==> config.mk <==
export PLATFORM = sky130hd
export DESIGN_NAME = execute_stage
export DESIGN_NICKNAME = d
export VERILOG_FILES = /design/src/rtl/exec_defs_pkg.sv /design/src/rtl/div_unit_seq.sv /design/src/rtl/execute_stage.sv
export SDC_FILE = /design/constraint.sdc
export NUM_CORES = 2
export LEC_CHECK = 0
export BUFFER_PORTS_ARGS = -buffer_cell sky130_fd_sc_hd__buf_4
export CAP_MARGIN = 25
export CORE_AREA = 2 2 331 333
export CTS_BUF_LIST = sky130_fd_sc_hd__clkbuf_4
export CTS_CLUSTER_SIZE = 16
export DETAILED_ROUTE_END_ITERATION = 12
export DIE_AREA = 0 0 333 335
export PLACE_DENSITY_LB_ADDON = 0.3
export SLEW_MARGIN = 10
export SYNTH_ARGS = -nofsm -noshare
export SYNTH_HDL_FRONTEND = slang
export SYNTH_SLANG_ARGS = --single-unit
==> constraint.sdc <==
create_clock -name clk -period 10.2 [get_ports clk]
set_input_delay 0 -clock clk [delete_from_list [all_inputs] [get_ports clk]]
set_output_delay 0 -clock clk [all_outputs]
set_load 0.03 [all_outputs]
==> src/rtl/exec_defs_pkg.sv <==
// Shared definitions for the EX stage: ALU op codes, divider FSM states and
// the EX/MEM register payload.
package exec_defs_pkg;

  localparam int unsigned XLEN_W    = 32;
  localparam int unsigned REG_W     = 5;
  localparam int unsigned OP_W      = 4;
  localparam int unsigned DIV_ITERS = 32;
  localparam int unsigned CNT_W     = 5;

  localparam logic [OP_W-1:0] OP_ADD  = 4'd0;
  localparam logic [OP_W-1:0] OP_SUB  = 4'd1;
  localparam logic [OP_W-1:0] OP_SLL  = 4'd2;
  localparam logic [OP_W-1:0] OP_SLT  = 4'd3;
  localparam logic [OP_W-1:0] OP_SLTU = 4'd4;
  localparam logic [OP_W-1:0] OP_XOR  = 4'd5;
  localparam logic [OP_W-1:0] OP_SRL  = 4'd6;
  localparam logic [OP_W-1:0] OP_SRA  = 4'd7;
  localparam logic [OP_W-1:0] OP_OR   = 4'd8;
  localparam logic [OP_W-1:0] OP_AND  = 4'd9;
  localparam logic [OP_W-1:0] OP_MUL  = 4'd10;
  localparam logic [OP_W-1:0] OP_LUI  = 4'd11;
  localparam logic [OP_W-1:0] OP_DIV  = 4'd12;
  localparam logic [OP_W-1:0] OP_DIVU = 4'd13;
  localparam logic [OP_W-1:0] OP_REM  = 4'd14;
  localparam logic [OP_W-1:0] OP_REMU = 4'd15;

  typedef enum logic [1:0] {
    IDLE     = 2'd0,
    DIV_RUN  = 2'd1,
    DIV_DONE = 2'd2
  } div_state_e;

  typedef struct packed {
    logic [XLEN_W-1:0] alu_result;
    logic [XLEN_W-1:0] write_data;
    logic [REG_W-1:0]  rd;
    logic              wb;
    logic              mem_read;
    logic              mem_write;
  } exmem_t;

  // Codes 12..15 are the divide/remainder family.
  function automatic logic is_div_op(input logic [OP_W-1:0] op);
    return op[3:2] == 2'b11;
  endfunction

endpackage

==> src/rtl/div_unit_seq.sv <==
// Sequential 32-step restoring divider with RISC-V sign fix-up.
// start is accepted only in IDLE; done_c marks the single result cycle.
module div_unit_seq
  import exec_defs_pkg::*;
(
  input  logic              clk,
  input  logic              reset,
  input  logic              start,
  input  logic [XLEN_W-1:0] a,
  input  logic [XLEN_W-1:0] b,
  input  logic              is_signed,
  input  logic              sel_rem,
  input  logic [REG_W-1:0]  rd,
  output logic              busy_c,
  output logic              done_c,
  output logic [XLEN_W-1:0] result_c,
  output logic [REG_W-1:0]  rd_q
);

  div_state_e        state_q, state_n;
  logic [CNT_W-1:0]  cnt_q, cnt_n;
  logic [XLEN_W-1:0] rem_q, rem_n, quo_q, quo_n, dvs_q, dvs_n;
  logic              neg_q_q, neg_q_n, neg_r_q, neg_r_n, sel_rem_q, sel_rem_n;
  logic [REG_W-1:0]  rd_n;
  logic [XLEN_W:0]   rem_sh;
  logic              ge;

  always_ff @(posedge clk) begin
    if (reset) begin
      state_q   <= IDLE;
      cnt_q     <= '0;
      rem_q     <= '0;
      quo_q     <= '0;
      dvs_q     <= '0;
      neg_q_q   <= 1'b0;
      neg_r_q   <= 1'b0;
      sel_rem_q <= 1'b0;
      rd_q      <= '0;
    end else begin
      state_q   <= state_n;
      cnt_q     <= cnt_n;
      rem_q     <= rem_n;
      quo_q     <= quo_n;
      dvs_q     <= dvs_n;
      neg_q_q   <= neg_q_n;
      neg_r_q   <= neg_r_n;
      sel_rem_q <= sel_rem_n;
      rd_q      <= rd_n;
    end
  end

  // Dividend magnitude is shifted out of quo_q into the partial remainder.
  always_comb begin
    state_n   = state_q;
    cnt_n     = cnt_q;
    rem_n     = rem_q;
    quo_n     = quo_q;
    dvs_n     = dvs_q;
    neg_q_n   = neg_q_q;
    neg_r_n   = neg_r_q;
    sel_rem_n = sel_rem_q;
    rd_n      = rd_q;
    rem_sh    = {rem_q, quo_q[XLEN_W-1]};
    ge        = rem_sh >= {1'b0, dvs_q};
    unique case (state_q)
      IDLE: begin
        if (start) begin
          state_n   = DIV_RUN;
          cnt_n     = '0;
          rem_n     = '0;
          quo_n     = (is_signed && a[XLEN_W-1]) ? -a : a;
          dvs_n     = (is_signed && b[XLEN_W-1]) ? -b : b;
          // Divide-by-zero keeps the all-ones quotient regardless of sign.
          neg_q_n   = is_signed && (a[XLEN_W-1] ^ b[XLEN_W-1]) && (b != '0);
          neg_r_n   = is_signed && a[XLEN_W-1];
          sel_rem_n = sel_rem;
          rd_n      = rd;
        end
      end
      DIV_RUN: begin
        rem_n = ge ? (rem_sh[XLEN_W-1:0] - dvs_q) : rem_sh[XLEN_W-1:0];
        quo_n = {quo_q[XLEN_W-2:0], ge};
        cnt_n = cnt_q + CNT_W'(1);
        if (cnt_q == CNT_W'(DIV_ITERS - 1)) state_n = DIV_DONE;
      end
      DIV_DONE: state_n = IDLE;
      default:  state_n = IDLE;
    endcase
  end

  assign busy_c   = (state_q == DIV_RUN);
  assign done_c   = (state_q == DIV_DONE);
  assign result_c = sel_rem_q ? (neg_r_q ? -rem_q : rem_q)
                              : (neg_q_q ? -quo_q : quo_q);

endmodule

==> src/rtl/execute_stage.sv <==
// RV32 EX stage: operand forwarding, single-cycle ALU/MUL, sequential divider
// and the EX/MEM pipeline register.
module execute_stage
  import exec_defs_pkg::*;
#(
  parameter int unsigned XLEN       = 32,
  parameter bit          DIV_ENABLE = 1'b1
) (
  input  logic            clk,
  input  logic            reset,
  input  logic            IDEX_valid,
  input  logic [XLEN-1:0] IDEX_read_data1,
  input  logic [XLEN-1:0] IDEX_read_data2,
  input  logic [XLEN-1:0] IDEX_imm,
  input  logic [4:0]      IDEX_rs1,
  input  logic [4:0]      IDEX_rs2,
  input  logic [4:0]      IDEX_rd,
  input  logic [3:0]      IDEX_aluOP,
  input  logic            IDEX_AluSrc,
  input  logic            IDEX_WriteBack,
  input  logic            IDEX_MemoryRead,
  input  logic            IDEX_MemoryWrite,
  input  logic [4:0]      MEMWB_rd,
  input  logic            MEMWB_WriteBack,
  input  logic [XLEN-1:0] MEMWB_data,
  output logic [XLEN-1:0] EXMEM_alu_result,
  output logic [XLEN-1:0] EXMEM_write_data,
  output logic [4:0]      EXMEM_rd,
  output logic            EXMEM_WriteBack,
  output logic            EXMEM_MemoryRead,
  output logic            EXMEM_MemoryWrite,
  output logic            ex_stall
);

  exmem_t            exmem_q, exmem_n;
  logic [XLEN-1:0]   fwd_a, fwd_b, op_b, alu_res;
  logic [4:0]        shamt;
  logic              div_start, div_busy_c, div_done_c;
  logic [XLEN-1:0]   div_result_c;
  logic [REG_W-1:0]  div_rd;

  // EX/MEM beats MEM/WB; x0 is never forwarded.
  always_comb begin
    fwd_a = IDEX_read_data1;
    if (exmem_q.wb && exmem_q.rd == IDEX_rs1 && IDEX_rs1 != '0) fwd_a = exmem_q.alu_result;
    else if (MEMWB_WriteBack && MEMWB_rd == IDEX_rs1 && IDEX_rs1 != '0) fwd_a = MEMWB_data;
    fwd_b = IDEX_read_data2;
    if (exmem_q.wb && exmem_q.rd == IDEX_rs2 && IDEX_rs2 != '0) fwd_b = exmem_q.alu_result;
    else if (MEMWB_WriteBack && MEMWB_rd == IDEX_rs2 && IDEX_rs2 != '0) fwd_b = MEMWB_data;
  end

  assign op_b  = IDEX_AluSrc ? IDEX_imm : fwd_b;
  assign shamt = op_b[4:0];

  // Divide codes fall to 0 here; with the divider present they never reach EX/MEM.
  always_comb begin
    alu_res = '0;
    unique case (IDEX_aluOP)
      OP_ADD:  alu_res = fwd_a + op_b;
      OP_SUB:  alu_res = fwd_a - op_b;
      OP_SLL:  alu_res = fwd_a << shamt;
      OP_SLT:  alu_res = XLEN'($signed(fwd_a) < $signed(op_b));
      OP_SLTU: alu_res = XLEN'(fwd_a < op_b);
      OP_XOR:  alu_res = fwd_a ^ op_b;
      OP_SRL:  alu_res = fwd_a >> shamt;
      OP_SRA:  alu_res = $unsigned($signed(fwd_a) >>> shamt);
      OP_OR:   alu_res = fwd_a | op_b;
      OP_AND:  alu_res = fwd_a & op_b;
      OP_MUL:  alu_res = fwd_a * op_b;
      OP_LUI:  alu_res = op_b;
      default: alu_res = '0;
    endcase
  end

  assign div_start = DIV_ENABLE && !reset && IDEX_valid && is_div_op(IDEX_aluOP)
                     && !div_busy_c && !div_done_c;
  assign ex_stall  = div_start || div_busy_c;

  if (DIV_ENABLE) begin : g_div
    div_unit_seq u_div (
      .clk       (clk),
      .reset     (reset),
      .start     (div_start),
      .a         (fwd_a),
      .b         (op_b),
      .is_signed (IDEX_aluOP == OP_DIV || IDEX_aluOP == OP_REM),
      .sel_rem   (IDEX_aluOP[1]),
      .rd        (IDEX_rd),
      .busy_c    (div_busy_c),
      .done_c    (div_done_c),
      .result_c  (div_result_c),
      .rd_q      (div_rd)
    );
  end else begin : g_no_div
    assign div_busy_c   = 1'b0;
    assign div_done_c   = 1'b0;
    assign div_result_c = '0;
    assign div_rd       = '0;
  end

  // Stall and bubble cycles both load an all-zero EX/MEM entry.
  always_comb begin
    exmem_n = '0;
    if (div_done_c) begin
      exmem_n.alu_result = div_result_c;
      exmem_n.rd         = div_rd;
      exmem_n.wb         = 1'b1;
    end else if (IDEX_valid && !ex_stall) begin
      exmem_n.alu_result = alu_res;
      exmem_n.write_data = fwd_b;
      exmem_n.rd         = IDEX_rd;
      exmem_n.wb         = IDEX_WriteBack;
      exmem_n.mem_read   = IDEX_MemoryRead;
      exmem_n.mem_write  = IDEX_MemoryWrite;
    end
  end

  always_ff @(posedge clk) begin
    if (reset) exmem_q <= '0;
    else       exmem_q <= exmem_n;
  end

  assign EXMEM_alu_result  = exmem_q.alu_result;
  assign EXMEM_write_data  = exmem_q.write_data;
  assign EXMEM_rd          = exmem_q.rd;
  assign EXMEM_WriteBack   = exmem_q.wb;
  assign EXMEM_MemoryRead  = exmem_q.mem_read;
  assign EXMEM_MemoryWrite = exmem_q.mem_write;

endmodule

After elaboration in Yosys (flattened, before gate mapping)
Index checks and enable logic that the tools add are counted.
Word-level totals
  memories kept: 0
  bits in read-only memories: 0
  logic and storage cells: 115
  input port bits: 160
  output and inout port bits: 73
  bits in writable memories: 0
  bits in registers: 183
  latch bits: 0
Operators by class
  bitwise operators: 5
  divide/modulo/power cells: 0
  mux-type cells: 24
  eq/ne operators: 23
  magnitude comparators: 3
  $add $sub $neg: 8
  reduce and logical (&&, ||, !) cells: 33
  shift-type cells: 3
  multiply operators: 1
Operator list (count)
  32-bit two-way mux: 14
  32-bit case mux with 12 select lines: 1
  32-bit negator: 4
  32-bit case mux with 2 select lines: 2
  72-bit two-way mux: 1
  32-bit less-than comparator: 2
  32-bit subtractor: 2
  33-bit by 32-bit greater-or-equal comparator with 1-bit output: 1
  32-bit adder: 1
  32-bit AND: 1
  32-bit by 32-bit multiplier with 32-bit output: 1
  32-bit OR: 1
  32-bit nonzero test: 1
  32-bit by 5-bit << shifter with 32-bit output: 1
  32-bit by 5-bit >> shifter with 32-bit output: 1
  32-bit by 5-bit >>> shifter with 32-bit output: 1
  32-bit XOR: 1
  4-bit == test, second input constant: 6
  5-bit == test: 4
  1-bit logical AND: 17
  4-bit by 3-bit == test with 1-bit output, second input constant: 4
  5-bit case mux with 2 select lines: 1
  5-bit nonzero test: 2
  4-bit by 2-bit == test with 1-bit output, second input constant: 2
  other kinds (20): 28

Logic depth before layout (Yosys ltp)
  depth after elaboration: 10
  mapped depth: 41
  depth with buffers taken out: 35

By module
From an unflattened synthesis, not the netlist that was laid out.
Unflattened totals
  cells, all modules: 4722
  area, all modules: 36453.7 um2
By module, submodules not included
  execute_stage: cells an instance 3571, sequential area each 1441.4 um2, area each 27761.6 um2, instances 1
  div_unit_seq: cells an instance 1151, sequential area each 2222.1 um2, area each 8692.1 um2, instances 1

Worst setup path after synthesis
No wires, ideal clock.
  kind: flip-flop to flip-flop
  from: reg exmem_q, in the netlist EXMEM_rd[4]
  to: reg exmem_q, in the netlist EXMEM_alu_result[29]
  data required time: 10.122 ns
  arrival time: 9.562 ns
  setup time: 0.078 ns
  clock period less this slack: 9.640 ns
  path buffers: 8
  setup slack: 0.560 ns
  cell stages (with the launch flop): 41
  path through: dfxtp_1 -> xnor2_1 -> o211ai_2 -> or2_1 -> buf_4 -> buf_6 -> buf_6 -> buf_6 -> a31oi_1 -> mux2i_1 -> buf_2 -> clkbuf_1 -> clkbuf_1 -> buf_1 -> nor2_1 -> fa_1 -> inv_1 -> fa_1 -> [5 not listed] -> fa_1 -> inv_1 -> fa_1 -> fa_1 -> ha_1 -> a21o_1 -> a21oi_1 -> nor2b_1 -> or2_2 -> nor3_1 -> a21oi_1 -> a221o_1 -> a21o_1 -> a2111oi_0 -> a21oi_1 -> nor2_1 -> a2111oi_0 -> a32oi_1
On the way
  word-level cells in the longest chain between the ends: 9
  elaborated cells between the ends (all ways): 21
  classes of those cells: add/sub (2); mul (1); eq/ne (2); shift (3); mux (6); bitwise (3); reduce/logical (4)
Ends and longest elaborated chain
  from (decl): RTL line execute_stage.sv:35  | exmem_t exmem_q, exmem_n;
  from (signal assigned): RTL line execute_stage.sv:120  | else exmem_q <= exmem_n;
  5-bit == test: RTL line execute_stage.sv:48  | if (exmem_q.wb && exmem_q.rd == IDEX_rs2 && IDEX_rs2 != '0) fwd_b = exmem_q.alu_result;
  1-bit logical AND (2 in series): RTL line execute_stage.sv:48
  32-bit two-way mux: RTL line execute_stage.sv:48
  32-bit two-way mux: RTL line execute_stage.sv:52  | assign op_b = IDEX_AluSrc ? IDEX_imm : fwd_b;
  32-bit by 32-bit multiplier with 32-bit output, or another cell as far along: RTL line execute_stage.sv:69  | OP_MUL: alu_res = fwd_a * op_b;
  32-bit case mux with 12 select lines (*): RTL line execute_stage.sv:58  | unique case (IDEX_aluOP)
  72-bit two-way mux (*): RTL line execute_stage.sv:108  | end else if (IDEX_valid && !ex_stall) begin
  32-bit two-way mux (*): RTL line execute_stage.sv:104  | if (div_done_c) begin
Mark *: on every way between the ends. The rest lies on a longest branch, timed or not.
A chain may end at the register's enable or synchronous reset.

Worst setup path after layout
  from: reg exmem_q, in the netlist EXMEM_rd[3]
  to: reg exmem_q, in the netlist EXMEM_alu_result[31]
The elaborated chain is that of the path after synthesis.

==> flow_summary.json <==
{
  "status": "finished clean",
  "tns_ns": 0,
  "h-tree-depth": 4,
  "cts.path.max_buffers": 2,
  "rsz0062_at_grt": "false",
  "synth_cell_types": 103,
  "path_class": "reg -> reg",
  "tightest_slew_ns": 1.293,
  "die_h_um": 335,
  "finalCritPeriodShare": 0.9504,
  "synth_seq_area_share": 0.1003,
  "synthMuxAreaShare": 0.03676,
  "tritoncts": "yes",
  "hold_ws_ns": 0.07723,
  "synth_warnings": 0,
  "synth_xor_area_frac": 0.06001,
  "wl_per_cell_um": 29.28,
  "vias": 38320,
  "arrival_ns": 10.28,
  "worstSkewPairLatency_ns": 0.70,
  "drtIter0Drc": 4985,
  "cts_sinks": 183,
  "critPathMaxStageDelay_ns": 0.54,
  "clock-skew-final_ns": 0.04893,
  "grt_max_degree": 78,
  "via_per_inst": 5.957,
  "gr-usage-all-layers": 0.3293,
  "die_w_um": 333,
  "final_common_cell": "nor2_1",
  "slew-limit-headroom": 0.1286,
  "syn_to_final_growth_pct": 14.26,
  "ys_seq_elements": 183,
  "slew_viol_final": 0,
  "cp_slowest_cell": "fa_1",
  "synth_area_per_cell_um2": 7.659,
  "place_congestion": 1.098,
  "fmax_mhz": 103.2,
  "first_pass_iters": 6,
  "synth_top_family_by_area": "adder cells",
  "synthAdderAreaFrac": 0.3139,
  "synth-simple-area-share": 0.1802,
  "end_kind": "register",
  "crit_buf_inv": 7,
  "worstSetupPathDepth": 32,
  "synth_edf_count": 0,
  "final_antenna_net_count": 0,
  "crit_top_cell": "fa_1",
  "die_area_um2": 111600,
  "min_period_ns": 9.694,
  "setup_violations": 0,
  "cts_buffers": 17,
  "start_util": 0.3379,
  "holdCritPathClass": "in -> reg",
  "synth.area.top_cells": "fa_1, dfxtp_1, ha_1",
  "wirelength_um": 188300,
  "grt_antenna_before_repair": 15,
  "synth_top_area_frac": 0.2253,
  "grt_pass1_vias": 37290,
  "numPortBuffers": 232,
  "rr_worst_depth": 32,
  "cp_top_family": "adder cells",
  "grt_overflow": 0,
  "synthCells": 4769,
  "final-hold-violation-count": 0,
  "nets": 5824,
  "grt_pass1_wl_um": 268300,
  "synth_compound_area_frac": 0.2158,
  "rows": 121,
  "drcViolationCount": 0,
  "critPathMaxFanout": 38,
  "maxCapViolations": 0,
  "synth_top_area_cell": "fa_1",
  "cp_data_required_time_ns": 10.79,
  "synthesis.area_um2": 36530,
  "start_kind": "register",
  "path_clk_slew_ns": 0.23,
  "drive_above_1_share": 0.1272,
  "synthArstFlopShare": 0,
  "coreArea_um2": 108100,
  "syn-num-nets": 5598,
  "cts_root_buffer": "clkbuf_4",
  "ys.flop_type": "dfxtp_1",
  "dp_hpwl_um": 150300,
  "final_cell_mix": "nor2_1, inv_1, nand2_1",
  "io_pins": 233,
  "hold_depth": 3
}
-- synthesized netlist by cell type (all sizes together), types with 8 or more instances --
cell type / count
o221ai: 32
or4: 12
o22ai: 56
inv: 528
a32oi: 12
nand2b: 21
xnor2: 185
nor2b: 22
a221o: 8
a21o: 55
or2: 12
nand4: 43
a211oi: 56
and2: 26
a2111oi: 9
nor3: 123
a41oi: 9
a22o: 11
o211ai: 29
o21bai: 30
nand3: 80
a21oi: 334
a221oi: 20
nand2: 484
mux2i: 105
a311oi: 16
xor2: 55
or3: 31
a21boi: 10
fa: 411
nor2: 579
a22oi: 51
nor4: 15
ha: 258
o31a: 10
a31oi: 78
o31ai: 52
o21ai: 251
buf: 130
mux2: 22
o21a: 16
and3: 21
clkbuf: 190
dfxtp: 183
-- routing by layer --
metal / GRT usage / vias to the layer above / part of all wire
met2: 0.4919 / 2216 / 0.43
met5: 0 / - / 0.00038
met4: 0.1758 / 10 / 0.064
li1: - / 16640 / -
met1: 0.4398 / 18940 / 0.41
met3: 0.07610 / 503 / 0.10
-- worst register-to-register path, delay by kind of cell, from the launching register on --
kind | cells | cell delay (ns)
adder cells (fa/ha/maj) | 8 | 3.96
XOR/XNOR | 10 | 2.34
buffers and inverters | 7 | 1.14
AND/OR/NAND/NOR | 4 | 1.00
flip-flops | 1 | 0.48
AO/OA/AOI/OAI | 2 | 0.47
multiplexers | 1 | 0.21
-- logic make-up after synthesis --
| group | after synthesis |
|---|---|
| AOI/OAI and AO/OA | 1200 |
| adders and majority gates | 670 |
| DFF | 183 |
| buffers and inverters | 855 |
| muxes | 127 |
| xor gates and xnor gates | 244 |
| and+or+nand+nor | 1490 |
-- metrics by stage --
stage | instance area, µm² | setup slack (ns) | cells | util
after floorplan | 36530 | 0.5600 | 4769 | -
after global placement | 40440 | 0.4231 | 6298 | 0.3741
final | 41740 | 0.5058 | 6432 | 0.3861
after detailed placement | 40470 | 0.3199 | 6300 | 0.3744
after CTS | 41610 | 0.4166 | 6413 | 0.3850
after global routing | 41730 | 0.08307 | 6429 | 0.3860
-- state kept, by name, indices dropped and copies added (netlist names) --
register / count
g_div.u_div.rem_q: 32
g_div.u_div.state_q: 2
g_div.u_div.neg_r_q: 1
g_div.u_div.dvs_q: 32
EXMEM_write_data: 32
g_div.u_div.cnt_q: 5
g_div.u_div.sel_rem_q: 1
EXMEM_WriteBack: 1
g_div.u_div.quo_q: 32
EXMEM_alu_result: 32
g_div.u_div.neg_q_q: 1
EXMEM_rd: 5
g_div.u_div.rd_q: 5
EXMEM_MemoryWrite: 1
EXMEM_MemoryRead: 1
-- path summary, 6_finish.rpt --
kind / slack [ns] / start / to
worst min-delay path: 0.08 / IDEX_rd[2] / EXMEM_rd[2]
worst min register to register: 0.47 / g_div.u_div.dvs_q[18] / g_div.u_div.dvs_q[18]
worst max register to register: 0.51 / EXMEM_rd[3] / EXMEM_alu_result[31]
worst max-delay path: 0.51 / EXMEM_rd[3] / EXMEM_alu_result[31]
-- area by class of cell --
type                            count  area, µm²
Tap cell                         1414       1769
Antenna cell                       10      25.02
Inverter                          535       2008
Sequential cell                   183       3665
Clock inverter                     15      200.2
Multi-Input combinational cell   3731      29750
Fill cell                       11380      66360
Clock buffer                       17      127.6
Timing Repair Buffer              527       4192
-- timing repair --
action	in CTS	in global routing
hold buffers	81	0
hold endpoints to repair	63	0
buffers inserted	0	4
resized for setup	0	5
setup endpoints to repair	0	1
Power is left out: the tool's default activity adds up to more than one toggle a clock period on the data nets, which glitch-free logic cannot reach.
